`config.mk`:
```
export PLATFORM = sky130hd
export DESIGN_NAME = ps2_key_receiver
export DESIGN_NICKNAME = d
export VERILOG_FILES = /design/src/rtl/ps2_pkg.sv /design/src/rtl/ps2_line_filter.sv /design/src/rtl/ps2_key_receiver.sv
export SDC_FILE = /design/constraint.sdc
export NUM_CORES = 1
export LEC_CHECK = 0
export CAP_MARGIN = 10
export CELL_PAD_IN_SITES_DETAIL_PLACEMENT = 1
export CELL_PAD_IN_SITES_GLOBAL_PLACEMENT = 1
export CORE_MARGIN = 2
export CORE_UTILIZATION = 49
export CTS_CLUSTER_DIAMETER = 100
export DETAILED_ROUTE_END_ITERATION = 6
export PLACE_DENSITY = 0.95
export SYNTH_ARGS = -nofsm -noshare
export SYNTH_HDL_FRONTEND = slang
export SYNTH_SLANG_ARGS = --single-unit
```
`constraint.sdc`:
```
create_clock -name i_clk_sys -period 3.5 [get_ports i_clk_sys]
set_input_delay 0.525 -clock i_clk_sys [delete_from_list [all_inputs] [get_ports i_clk_sys]]
set_output_delay 0.525 -clock i_clk_sys [all_outputs]
set_load 0.01 [all_outputs]
```
`src/rtl/ps2_pkg.sv`:
```
// rtl/ps2_pkg.sv - shared constants and receiver state encoding for the PS/2 key receiver
// Purpose: prefix byte values, pause-sequence length and receiver FSM states.
// Ports: none (package).
package ps2_pkg;

    localparam logic [7:0] PS2_EXT    = 8'hE0;
    localparam logic [7:0] PS2_REL    = 8'hF0;
    localparam logic [7:0] PS2_PAUSE  = 8'hE1;
    // The pause key sends E1 followed by seven more bytes that carry no event.
    localparam logic [2:0] PAUSE_TAIL = 3'd7;

    typedef enum logic [1:0] {
        IDLE   = 2'd0,
        DATA   = 2'd1,
        PARITY = 2'd2,
        STOP   = 2'd3
    } rx_state_t;

    // Odd parity over the data byte plus the parity bit.
    function automatic logic parity_ok(input logic [7:0] data, input logic par);
        return (^data) ^ par;
    endfunction

endpackage

```
`src/rtl/ps2_line_filter.sv`:
```
// rtl/ps2_line_filter.sv - synchroniser plus stability filter for one raw PS/2 line
// Purpose: brings an asynchronous PS/2 pin into the clock domain and rejects
//          glitches shorter than FILTER_LEN samples.
// Ports:
//   i_clk   - system clock
//   i_reset - synchronous active-high reset (output returns to 1, the idle level)
//   i_line  - raw asynchronous line
//   o_line  - filtered line
module ps2_line_filter #(
    parameter int FILTER_LEN = 8
) (
    input  logic i_clk,
    input  logic i_reset,
    input  logic i_line,
    output logic o_line
);

    localparam int CW = $clog2(FILTER_LEN + 1);

    logic          r_sync1;
    logic          r_sync2;
    logic          r_out;
    logic [CW-1:0] r_cnt;

    // The counter tracks how many consecutive samples disagree with the
    // current output; any agreeing sample restarts the count.
    always_ff @(posedge i_clk) begin
        if (i_reset) begin
            r_sync1 <= 1'b1;
            r_sync2 <= 1'b1;
            r_out   <= 1'b1;
            r_cnt   <= '0;
        end else begin
            r_sync1 <= i_line;
            r_sync2 <= r_sync1;
            if (r_sync2 == r_out) begin
                r_cnt <= '0;
            end else if (r_cnt == CW'(FILTER_LEN - 1)) begin
                r_out <= r_sync2;
                r_cnt <= '0;
            end else begin
                r_cnt <= r_cnt + 1'b1;
            end
        end
    end

    assign o_line = r_out;

endmodule

```
`src/rtl/ps2_key_receiver.sv`:
```
// rtl/ps2_key_receiver.sv - host-side PS/2 keyboard receiver producing an 11-bit key event word
// Purpose: deserialises device-to-host PS/2 frames and folds E0/F0/E1 prefixes
//          into a toggle-flagged key event.
// Ports:
//   i_clk_sys     - system clock
//   i_reset       - synchronous active-high reset
//   i_ps2_clk     - raw PS/2 clock pin (asynchronous)
//   i_ps2_data    - raw PS/2 data pin (asynchronous)
//   o_ps2_key     - {toggle, pressed, extended, scancode[7:0]}
//   o_frame_err   - one-cycle pulse when a frame is discarded
//   o_busy        - high while a frame is being received
module ps2_key_receiver #(
    parameter int FILTER_LEN     = 8,
    parameter int TIMEOUT_CYCLES = 2000
) (
    input  logic        i_clk_sys,
    input  logic        i_reset,
    input  logic        i_ps2_clk,
    input  logic        i_ps2_data,
    output logic [10:0] o_ps2_key,
    output logic        o_frame_err,
    output logic        o_busy
);

    import ps2_pkg::*;

    localparam int TW = $clog2(TIMEOUT_CYCLES + 1);

    logic            w_clk_f;
    logic            w_data_f;
    logic            w_fall;
    logic            w_timeout;
    logic            w_valid;
    logic            w_err;
    logic            w_shift;
    logic            w_cap_par;
    logic            w_start;

    rx_state_t       r_state;
    rx_state_t       w_state_next;
    logic            r_clk_prev;
    logic [2:0]      r_bit_cnt;
    logic [7:0]      r_shift;
    logic            r_parity;
    logic [TW-1:0]   r_to_cnt;
    logic            r_byte_vld;
    logic [7:0]      r_byte;
    logic            r_ext_pend;
    logic            r_rel_pend;
    logic [2:0]      r_skip_cnt;
    logic [10:0]     r_ps2_key;
    logic            r_frame_err;

    ps2_line_filter #(.FILTER_LEN(FILTER_LEN)) u_clk_filter (
        .i_clk   (i_clk_sys),
        .i_reset (i_reset),
        .i_line  (i_ps2_clk),
        .o_line  (w_clk_f)
    );

    ps2_line_filter #(.FILTER_LEN(FILTER_LEN)) u_data_filter (
        .i_clk   (i_clk_sys),
        .i_reset (i_reset),
        .i_line  (i_ps2_data),
        .o_line  (w_data_f)
    );

    assign w_fall = r_clk_prev & ~w_clk_f;

    always_ff @(posedge i_clk_sys) begin
        if (i_reset) begin
            r_state <= IDLE;
        end else begin
            r_state <= w_state_next;
        end
    end

    // Timeout takes priority: it can only fire in a cycle with no strobe.
    always_comb begin
        w_state_next = r_state;
        w_start      = 1'b0;
        w_shift      = 1'b0;
        w_cap_par    = 1'b0;
        w_valid      = 1'b0;
        w_err        = 1'b0;
        w_timeout    = (r_state != IDLE) && !w_fall && (r_to_cnt == TW'(TIMEOUT_CYCLES - 1));
        if (w_timeout) begin
            w_state_next = IDLE;
            w_err        = 1'b1;
        end else if (w_fall) begin
            case (r_state)
                IDLE: begin
                    if (!w_data_f) begin
                        w_state_next = DATA;
                        w_start      = 1'b1;
                    end else begin
                        w_err = 1'b1;
                    end
                end
                DATA: begin
                    w_shift = 1'b1;
                    if (r_bit_cnt == 3'd7) begin
                        w_state_next = PARITY;
                    end
                end
                PARITY: begin
                    w_cap_par    = 1'b1;
                    w_state_next = STOP;
                end
                STOP: begin
                    w_state_next = IDLE;
                    if (w_data_f && parity_ok(r_shift, r_parity)) begin
                        w_valid = 1'b1;
                    end else begin
                        w_err = 1'b1;
                    end
                end
                default: w_state_next = IDLE;
            endcase
        end
    end

    always_ff @(posedge i_clk_sys) begin
        if (i_reset) begin
            r_clk_prev  <= 1'b1;
            r_bit_cnt   <= 3'd0;
            r_shift     <= 8'h00;
            r_parity    <= 1'b0;
            r_to_cnt    <= '0;
            r_byte_vld  <= 1'b0;
            r_byte      <= 8'h00;
            r_ext_pend  <= 1'b0;
            r_rel_pend  <= 1'b0;
            r_skip_cnt  <= 3'd0;
            r_ps2_key   <= 11'h000;
            r_frame_err <= 1'b0;
        end else begin
            r_clk_prev  <= w_clk_f;
            r_frame_err <= w_err;
            r_byte_vld  <= w_valid;
            if (w_valid) begin
                r_byte <= r_shift;
            end

            if (r_state == IDLE || w_fall) begin
                r_to_cnt <= '0;
            end else begin
                r_to_cnt <= r_to_cnt + 1'b1;
            end

            if (w_start) begin
                r_bit_cnt <= 3'd0;
            end
            if (w_shift) begin
                r_shift   <= {w_data_f, r_shift[7:1]};
                r_bit_cnt <= r_bit_cnt + 3'd1;
            end
            if (w_cap_par) begin
                r_parity <= w_data_f;
            end

            // A discarded frame drops any prefix state so it cannot attach
            // to the next good key.
            if (w_err) begin
                r_ext_pend <= 1'b0;
                r_rel_pend <= 1'b0;
                r_skip_cnt <= 3'd0;
            end else if (r_byte_vld) begin
                if (r_skip_cnt != 3'd0) begin
                    r_skip_cnt <= r_skip_cnt - 3'd1;
                end else if (r_byte == PS2_PAUSE) begin
                    r_skip_cnt <= PAUSE_TAIL;
                end else if (r_byte == PS2_EXT) begin
                    r_ext_pend <= 1'b1;
                end else if (r_byte == PS2_REL) begin
                    r_rel_pend <= 1'b1;
                end else begin
                    r_ps2_key  <= {~r_ps2_key[10], ~r_rel_pend, r_ext_pend, r_byte};
                    r_ext_pend <= 1'b0;
                    r_rel_pend <= 1'b0;
                end
            end
        end
    end

    assign o_ps2_key   = r_ps2_key;
    assign o_frame_err = r_frame_err;
    assign o_busy      = (r_state != IDLE);

endmodule

```
==> flow_summary.json <==
{
  "outcome": "completed",
  "setup_viol": 0,
  "period_share_pct": 70.1,
  "ant_nets": 0,
  "whs_ps": 413,
  "grt_antenna_before_repair": 0,
  "start_util_pct": 51.2,
  "ys.flop_type": "dfxtp_1",
  "die_x_um": 80.3,
  "synth_fp_nets": 331,
  "fmax_ghz": 0.408,
  "hold_buffers": 0,
  "p_int_mw": 1.18,
  "seq_area_frac_synth_pct": 46.3,
  "placed_area_sq_um": 3080,
  "worst_hold_path_type": "reg2reg",
  "p_switching_mw": 0.313,
  "final_common_cell": "dfxtp_1",
  "ys_types": 41,
  "r2r_setup_slack_ps": 1050,
  "diodes": 0,
  "synth_area_sq_um": 2860,
  "worst_slack_ps": 1050,
  "r2r-end": "o_ps2_key[10]",
  "relSlewSlack_pct": 48.7,
  "routedWlPerCell_um": 17.3,
  "grtUsageTotal_pct": 24.3,
  "first_iter_violations": 175,
  "fin_skew_ps": 9.30,
  "cts_root_buf": "clkbuf_8",
  "synth_edf_count": 0,
  "power_density_nw_per_um2": 454,
  "ir_drop_v": 0.000253,
  "final_util_pct": 59.1,
  "drc": 0,
  "final_cell_mix": "dfxtp_1, nor2_1, nand2_1",
  "nNetsFinal": 349,
  "synthCells": 315,
  "hpwl_um": 4300,
  "reg2reg_from": "r_shift[1]",
  "synth_seq_cells": 66,
  "fillers": 652,
  "post_cts_buffers": 0,
  "place_ws_ps": 1070,
  "hold_end": "u_clk_filter.r_sync2",
  "crit_type": "reg2reg",
  "cts_tree": "yes",
  "hold_depth": 1,
  "final_area_sq_um": 3290,
  "path_max_fanout": 11,
  "cts_buffer_depth": 2,
  "synth-async-reset-ratio_pct": 0,
  "startpoint_type": "flip-flop",
  "cap_violations": 0,
  "power_leakage_nw": 1.18,
  "crit_required_ps": 3740,
  "die_height_um": 80.3,
  "clk_pin_slew_ps": 70,
  "switching_share_pct": 20.9,
  "io_buffers": 16,
  "wl_um": 7080,
  "grt_overflow": 0,
  "rr_worst_depth": 6,
  "cts_resized": 0,
  "core.rowCount": 27,
  "pwr-share-seq_pct": 50.5,
  "grt_pass1_vias": 2432,
  "syn_area_per_cell_sq_um": 9.06,
  "ys_warn_count": 0,
  "htreeDepth": 3,
  "fin_tns_setup_ps": 0,
  "cts_buffers": 9,
  "core_region_area_sq_um": 5570,
  "worst-endpoint-arrival_ps": 2700,
  "die_area_sq_um": 6450,
  "critPathCaptureType": "flip-flop",
  "drive_above_1_share_pct": 7.69,
  "period_minus_slack_ps": 2450,
  "grt_max_degree": 36,
  "viasPerCell": 5.66,
  "p_total_mw": 1.49,
  "worst_pin_slew_ps": 763,
  "clkPwrFrac_pct": 47.9,
  "gp_congestion": 0.806,
  "clock_sinks": 66,
  "first_pass_iters": 4,
  "rsz0062_at_grt": "false",
  "ios": 17,
  "finalNonFillerCells": 410,
  "vias": 2320,
  "clock_latency_ps": 350,
  "hold_start": "u_clk_filter.r_sync1",
  "grt_pass1_wl_um": 11800,
  "drv_slew": 0,
  "p_comb_share_pct": 1.6,
  "dp.cells": 394,
  "area_growth_pct": 15.4,
  "finalHoldViolations": 0
}
## worst max-delay path by stage
stage	startpoint	endpoint	cells past startpoint
after floorplan	r_shift[2]	o_ps2_key[9]	6
after global placement	r_shift[2]	o_ps2_key[10]	6
after detailed placement	r_shift[2]	o_ps2_key[10]	6
after CTS	r_shift[1]	o_ps2_key[10]	6
after global routing	r_shift[1]	o_ps2_key[10]	6
final	r_shift[1]	o_ps2_key[10]	6
## state kept, by name, summed over array words and instances (netlist names), 2 cells and up
signal               count
r_skip_cnt               3
u_data_filter.r_cnt      4
r_byte                   8
r_to_cnt                11
r_bit_cnt                3
r_state                  2
u_clk_filter.r_cnt       4
o_ps2_key               11
r_shift                  8
## cell usage after synthesis (3+ instances only)
library cell,count,area (sq um)
ha_1,12,150
nand2b_1,20,125
a21oi_1,22,110
mux2i_1,11,110
nor3_1,3,15.0
o21ai_0,12,60.1
xor2_1,7,61.3
inv_1,10,37.5
nand3_1,16,80.1
nor2b_1,7,43.8
nand2_1,30,113
a22oi_1,3,22.5
xnor2_1,13,114
or3_1,5,31.3
and3_1,5,31.3
nor2_1,33,124
dfxtp_1,66,1320
or2_2,5,31.3
clkbuf_1,10,37.5
## per-layer routing
metal,wire length (um),up-vias,global-route usage [%],part of all wire [%]
met5,0,-,0,0
met1,3050,1153,27.8,43
met4,173,0,12.7,2.4
li1,-,1095,-,-
met3,246,20,6.40,3.5
met2,3610,52,41.3,51
## power groups by stage
stage	registers, mW	clock network, mW	logic [mW]
2_1_floorplan	0.772	0	0.0156
3_3_place_gp	0.772	0	0.0230
3_5_place_dp	0.772	0	0.0235
4_1_cts	0.755	0.726	0.0237
5_1_grt	0.755	0.762	0.0255
6_report	0.755	0.717	0.0234
## cells by family (layout without fill, tap and decap cells)
kind of cell             Yosys count  in the layout  share of synthesized area [%]
multiplexers                      13             13                           4.78
buffers and inverters             22             45                           3.16
AO/OA/AOI/OAI                     48             48                           10.0
flip-flops                        66             66                           46.3
XOR/XNOR                          22             22                           7.49
AND/OR/NAND/NOR                  132            132                           23.0
adder cells (fa/ha/maj)           12             12                           5.26
## critical path, cell delays in order, from the launching register on
cell and delay (ps):
dfxtp_1 410, xor2_1 170, xnor3_1 480, xor2_2 440, o2111a_1 260, buf_4 220
mux2_2 360
## layout make-up
type	instances	area, sq um	share of cell area (%)
inverters	10	37.5	1.14
clock inverters	5	77.6	2.35
well taps	72	90.1	2.73
flip-flops and latches	66	1320	40.1
multi-input cells	227	1440	43.8
clock buffers	11	141	4.29
repair buffers	19	183	5.54
(Power assumes the default switching activity.)
